`src/rtl/opm_pg_acc_if.sv`:
```
// Slot-multiplexed phase-accumulator bus: per-slot inputs from the sequencer and
// delay line, new phase back to the delay line plus registered operator sample.
interface opm_pg_acc_if #(
  parameter int PHASE_W = 20,
  parameter int PINC_W  = 17,
  parameter int OUT_W   = 10,
  parameter int SLOTS   = 32
);
  localparam int SLOT_W = $clog2(SLOTS);

  logic                cen;
  logic [PINC_W-1:0]   pinc;
  logic                keyon;
  logic [PHASE_W-1:0]  drop;
  logic [PHASE_W-1:0]  din;
  logic [OUT_W-1:0]    phase_out;
  logic                wrap;
  logic [SLOT_W-1:0]   slot;
  logic                sync;
  logic                ready;

  modport master (
    output cen, pinc, keyon, drop,
    input  din, phase_out, wrap, slot, sync, ready
  );

  modport slave (
    input  cen, pinc, keyon, drop,
    output din, phase_out, wrap, slot, sync, ready
  );
endinterface

```
`src/rtl/opm_pg_acc.sv`:
```
// Per-slot phase accumulator with an external delay line; a first lap after
// reset writes zero into every delay-line entry before normal accumulation.
module opm_pg_acc #(
  parameter int PHASE_W = 20,
  parameter int PINC_W  = 17,
  parameter int OUT_W   = 10,
  parameter int SLOTS   = 32
) (
  input  logic       clk,
  input  logic       rst,
  opm_pg_acc_if.slave bus
);
  localparam int SLOT_W = $clog2(SLOTS);

  typedef enum logic {INIT, RUN} state_t;

  state_t              state_q;
  logic [SLOT_W-1:0]   init_cnt_q;
  logic [SLOT_W-1:0]   slot_q;
  logic [OUT_W-1:0]    phase_out_q;
  logic                wrap_q;

  logic [PHASE_W:0]    sum_d;
  logic [PHASE_W-1:0]  next_d;

  always_comb begin
    sum_d  = {1'b0, bus.drop} + {{(PHASE_W + 1 - PINC_W){1'b0}}, bus.pinc};
    next_d = bus.keyon ? '0 : sum_d[PHASE_W-1:0];
  end

  // Zero-latency path so one delay-line lap equals one slot period.
  assign bus.din       = (state_q == RUN) ? next_d : '0;
  assign bus.phase_out = phase_out_q;
  assign bus.wrap      = wrap_q;
  assign bus.slot      = slot_q;
  assign bus.sync      = (slot_q == '0);
  assign bus.ready     = (state_q == RUN);

  always_ff @(posedge clk or posedge rst) begin
    if (rst) begin
      state_q     <= INIT;
      init_cnt_q  <= '0;
      slot_q      <= '0;
      phase_out_q <= '0;
      wrap_q      <= 1'b0;
    end else if (bus.cen) begin
      slot_q <= slot_q + 1'b1;
      case (state_q)
        INIT: begin
          init_cnt_q  <= init_cnt_q + 1'b1;
          phase_out_q <= '0;
          wrap_q      <= 1'b0;
          if (init_cnt_q == '1) state_q <= RUN;
        end
        RUN: begin
          phase_out_q <= next_d[PHASE_W-1 -: OUT_W];
          wrap_q      <= sum_d[PHASE_W] & ~bus.keyon;
        end
        default: state_q <= INIT;
      endcase
    end
  end
endmodule

```
`src/flat_wrapper.sv`:
```
// flat-port wrapper written by rule: the top's interface ports become plain ports
module opm_pg_acc_flat 
#(
  parameter int PHASE_W = 20,
  parameter int PINC_W  = 17,
  parameter int OUT_W   = 10,
  parameter int SLOTS   = 32
)
  (clk, rst, bus_cen, bus_pinc, bus_keyon, bus_drop, bus_din, bus_phase_out, bus_wrap, bus_slot, bus_sync, bus_ready);
  opm_pg_acc_if #(.PHASE_W(PHASE_W), .PINC_W(PINC_W), .OUT_W(OUT_W), .SLOTS(SLOTS)) bus_i ();
  input  logic clk;
  input  logic rst;
  input wire logic [$bits(bus_i.cen)-1:0] bus_cen;
  input wire logic [$bits(bus_i.pinc)-1:0] bus_pinc;
  input wire logic [$bits(bus_i.keyon)-1:0] bus_keyon;
  input wire logic [$bits(bus_i.drop)-1:0] bus_drop;
  output wire logic [$bits(bus_i.din)-1:0] bus_din;
  output wire logic [$bits(bus_i.phase_out)-1:0] bus_phase_out;
  output wire logic [$bits(bus_i.wrap)-1:0] bus_wrap;
  output wire logic [$bits(bus_i.slot)-1:0] bus_slot;
  output wire logic [$bits(bus_i.sync)-1:0] bus_sync;
  output wire logic [$bits(bus_i.ready)-1:0] bus_ready;
  assign bus_i.cen = bus_cen;
  assign bus_i.pinc = bus_pinc;
  assign bus_i.keyon = bus_keyon;
  assign bus_i.drop = bus_drop;
  assign bus_din = bus_i.din;
  assign bus_phase_out = bus_i.phase_out;
  assign bus_wrap = bus_i.wrap;
  assign bus_slot = bus_i.slot;
  assign bus_sync = bus_i.sync;
  assign bus_ready = bus_i.ready;
  opm_pg_acc #(.PHASE_W(PHASE_W), .PINC_W(PINC_W), .OUT_W(OUT_W), .SLOTS(SLOTS)) u_core (.clk(clk), .rst(rst), .bus(bus_i));
endmodule
```
`config.mk`:
```
export PLATFORM = sky130hd
export DESIGN_NAME = opm_pg_acc_flat
export DESIGN_NICKNAME = d
export VERILOG_FILES = /design/src/rtl/opm_pg_acc_if.sv /design/src/rtl/opm_pg_acc.sv /design/src/flat_wrapper.sv
export SDC_FILE = /design/constraint.sdc
export NUM_CORES = 1
export LEC_CHECK = 0
export CORE_UTILIZATION = 45
export DETAILED_ROUTE_END_ITERATION = 8
export GPL_TIMING_DRIVEN = 0
export PLACE_DENSITY = 0.82
export SLEW_MARGIN = 20
export SYNTH_ARGS = -nofsm -noshare
export SYNTH_HDL_FRONTEND = slang
export SYNTH_SLANG_ARGS = --single-unit
export TNS_END_PERCENT = 30
```
`constraint.sdc`:
```
create_clock -name clk -period 2.8 [get_ports clk]
set_input_delay 0.56 -clock clk [delete_from_list [all_inputs] [get_ports clk]]
set_output_delay 0.56 -clock clk [all_outputs]
set_load 0.01 [all_outputs]
```
==> results of run 1 <==
synthesized netlist by cell type (2+ instances only):
master / number
o21ai_0: 14
nor3_1: 4
ha_1: 21
dfrtp_1: 22
mux2i_1: 6
xor2_1: 8
o22ai_1: 2
a21o_1: 2
nand3_1: 7
o2111ai_1: 3
o211ai_1: 2
clkbuf_1: 7
and3_1: 3
a21oi_1: 20
inv_1: 11
a21boi_0: 2
or3_1: 2
o31ai_1: 2
o2bb2ai_1: 4
and2_1: 6
mux2_2: 2
nand2_1: 25
xnor2_1: 12
nand4_1: 5
nor2_1: 23
nand2b_1: 7
cells by family after synthesis:
logic type / after synthesis / share of synthesized area (%)
adders and majority gates: 22 / 13.7
xor gates and xnor gates: 20 / 8.51
AOI/OAI and AO/OA: 64 / 21.7
muxes: 8 / 4.01
and+or+nand+nor: 91 / 21.8
buffers and inverters: 19 / 3.52
DFF: 22 / 26.7
placed cells by master (no fill, tap or decap), types with 4 or more instances in the layout:
| cell type | synthesis | routed |
|---|---|---|
| a21oi_4 | 0 | 6 |
| a21oi_2 | 1 | 6 |
| buf_6 | 0 | 10 |
| nor2_2 | 0 | 4 |
| nand4_1 | 5 | 5 |
| o2bb2ai_1 | 4 | 4 |
| a21oi_1 | 20 | 9 |
| ha_1 | 21 | 4 |
| nor3_1 | 4 | 4 |
| nand3_1 | 7 | 6 |
| xnor2_2 | 0 | 5 |
| inv_1 | 11 | 11 |
| dlymetal6s2s_1 | 0 | 7 |
| clkbuf_2 | 0 | 16 |
| mux2i_1 | 6 | 6 |
| nor2_1 | 23 | 19 |
| dfrtp_1 | 22 | 22 |
| ha_4 | 0 | 16 |
| buf_4 | 0 | 45 |
| nand2b_1 | 7 | 7 |
| clkdlybuf4s15_1 | 0 | 4 |
| nand2_1 | 25 | 21 |
| dlygate4sd2_1 | 0 | 5 |
| buf_2 | 1 | 14 |
| and2_1 | 6 | 4 |
| xor2_1 | 8 | 8 |
| clkdlybuf4s50_1 | 0 | 30 |
| o21ai_1 | 0 | 8 |
| xnor2_1 | 12 | 7 |
path summary, 6_finish.rpt:
check | start | slack (ns) | to
setup / recovery | bus_pinc[0] | -0.29 | bus_din[8]
hold / removal | u_core.init_cnt_q[3] | 0.50 | u_core.init_cnt_q[3]
setup reg to reg | u_core.bus.ready | 0.90 | u_core.bus.phase_out[3]
hold reg to reg | u_core.init_cnt_q[3] | 0.50 | u_core.init_cnt_q[3]
max in group asynchronous | rst | 1.53 | u_core.bus.ready
min in group asynchronous | rst | 0.75 | u_core.bus.slot[0]
worst max-delay path: stages:
cell	delay (ns)
buf_6	0.10
ha_4	0.15
fa_2	0.36
a21oi_4	0.16
buf_4	0.13
buf_6	0.09
o21ai_1	0.08
a21oi_1	0.25
buf_4	0.15
o21ai_1	0.07
xor2_1	0.15
and2_1	0.16
buf_2	0.13
where the power goes:
part	switching, uW	leakage, uW	internal [uW]	total [uW]
Clock	114	0.0000357	191	305
Sequential	112	0.000283	421	533
Combinational	530	0.00136	570	1100
Total	756	0.00168	1180	1940
cell type report:
| class | instances | area (sq um) | share of cell area, % |
|---|---|---|---|
| Timing Repair Buffer | 129 | 1060 | 28.4 |
| Sequential cell | 22 | 551 | 14.8 |
| Inverter | 11 | 41.3 | 1.11 |
| Clock inverter | 1 | 30.0 | 0.809 |
| Clock buffer | 3 | 41.3 | 1.11 |
| Buffer | 5 | 31.3 | 0.843 |
| Multi-Input combinational cell | 205 | 1900 | 51.1 |
| Tap cell | 52 | 65.1 | 1.75 |
metrics by stage:
step	instance area (sq um)	power [uW]	TNS, ns	instances
6_report	3710	1940	-1.58	428
5_1_grt	3710	2020	-2.44	428
4_1_cts	3450	1760	-1.66	403
3_5_place_dp	2910	1330	-15.94	376
3_3_place_gp	2910	1300	-15.16	376
2_1_floorplan	2060	956	0	246
sequential cells by signal (all words and copies together) (netlist names):
register	count
u_core.bus.phase_out	10
u_core.bus.ready	1
u_core.bus.wrap	1
u_core.bus.slot	5
u_core.init_cnt_q	5
per-layer routing:
metal / part of all wire, % / vias to the layer above / global-route usage, % / routed length (um)
li1: - / 1152 / - / -
met1: 38 / 1255 / 33.2 / 3470
met2: 45 / 224 / 49.6 / 4100
met3: 9.3 / 69 / 6.83 / 841
met4: 6.8 / 0 / 13.8 / 613
met5: 0 / - / 0 / 0
timing repair:
item / 4_1_cts / 5_1_grt
hold buffers: 0 / 0
setup buffers: 26 / 26
cloned: 0 / 0
pin swaps: 36 / 40
resized for setup: 169 / 77
setup endpoints to repair: 20 / 17
==> metrics, run 1 <==
status finished with violations; failing checks negative setup slack; post-synth top area share a little over a quarter; Ant. Diodes 0; largest cells by area after synthesis dfrtp_1 27%, ha_1 13%, xnor2_1 5.1%; largest net degree at the start of global routing 23; gr ovfl total 0; number of vias per cell 6.31; Clock Path Buffers 2; #FFs+latches synth 22; Starting Density 47.0%; Max Clock Skew between 0.007 and 0.008 ns; DRT Wirelength 9020 um; Chip Height 69.7 um; pwr/cell area 522 nW/um^2; Die X-Extent 69.7 um; hold depth 1; number of enable flip-flop cells after synthesis 0; Synth area leader dfrtp_1; Placeable Area 4380 sq um; number of global-route vias before repair 2,463; routability cong. 0.807; startpoint types primary input; final-layout fill cell count 249; max-slew violation count 0; clk sink count 22; NumNets Final 440; Routed wire per std cell 21.1 um; Worst-path clk slew 0.08 ns; DRT iter0 DRCs 271; fin util 84.7%; Final WS setup -0.294 ns; Pre-antenna DRT Iters 5; FF-to-FF path depth 6; H-Tree Depth 1; fraction of layout cells with a size suffix above 1 42.3%; CTS tree built; unique cell type count in the Yosys netlist 50; Hold Fails Final Rpt 0; worst-skew pair later-pin latency between 0.2 and 0.3 ns; syn nets 309; syn avg cell area 8.37 sq um; antenna viol nets, final 0; synthesized area 2060 sq um; gr usage total 28.7%; critical path type primary input to primary output; post-synthesis sequential area ratio 26.7%; Min-Delay Path Class flip-flop to flip-flop; final setup fails 11; Worst IR Drop VDD 0.324 mV; dominant synthesized flop cell dfrtp_1; DP Worst Slack -1.17 ns; Max Freq between 300 and 400 MHz; DR DRC count 0; Hold Slack 0.500 ns; Crit Path Max Fanout 2; leakage power between 0.0015 and 0.002 uW; Mapped Cells about 250; CP required between 2 and 2.5 ns; CP endpoint kind primary output; antenna violations before repair 0; fin crit share 110%; cts bufs inserted 3; Port Buffer Count 78; worst-margin pin slew 0.829 ns; Syn-to-layout area delta 80.3%; first-pass GRT wire length 11,400 um; crit path DAT 2.53 ns; Boundary Pins 79; min cycle time layout 3.09 ns; placement row count 24; relative slew slack approximately 45%; Synth async-reset ratio 100%; synth warn 0; CTS root buf clkbuf_8; hpwl dp around 4200 um; max cap viols 0; RSZ-0062 raised after global routing yes; die area approximately 4900 sq um; routed via count 2,700
(Power assumes the default switching activity.)
==> run 2, diff against run 1 <==
- ABC_AREA: not set -> 0
==> results of run 2 <==
The final DEF is identical to that of run 1; final timing and power are the same.
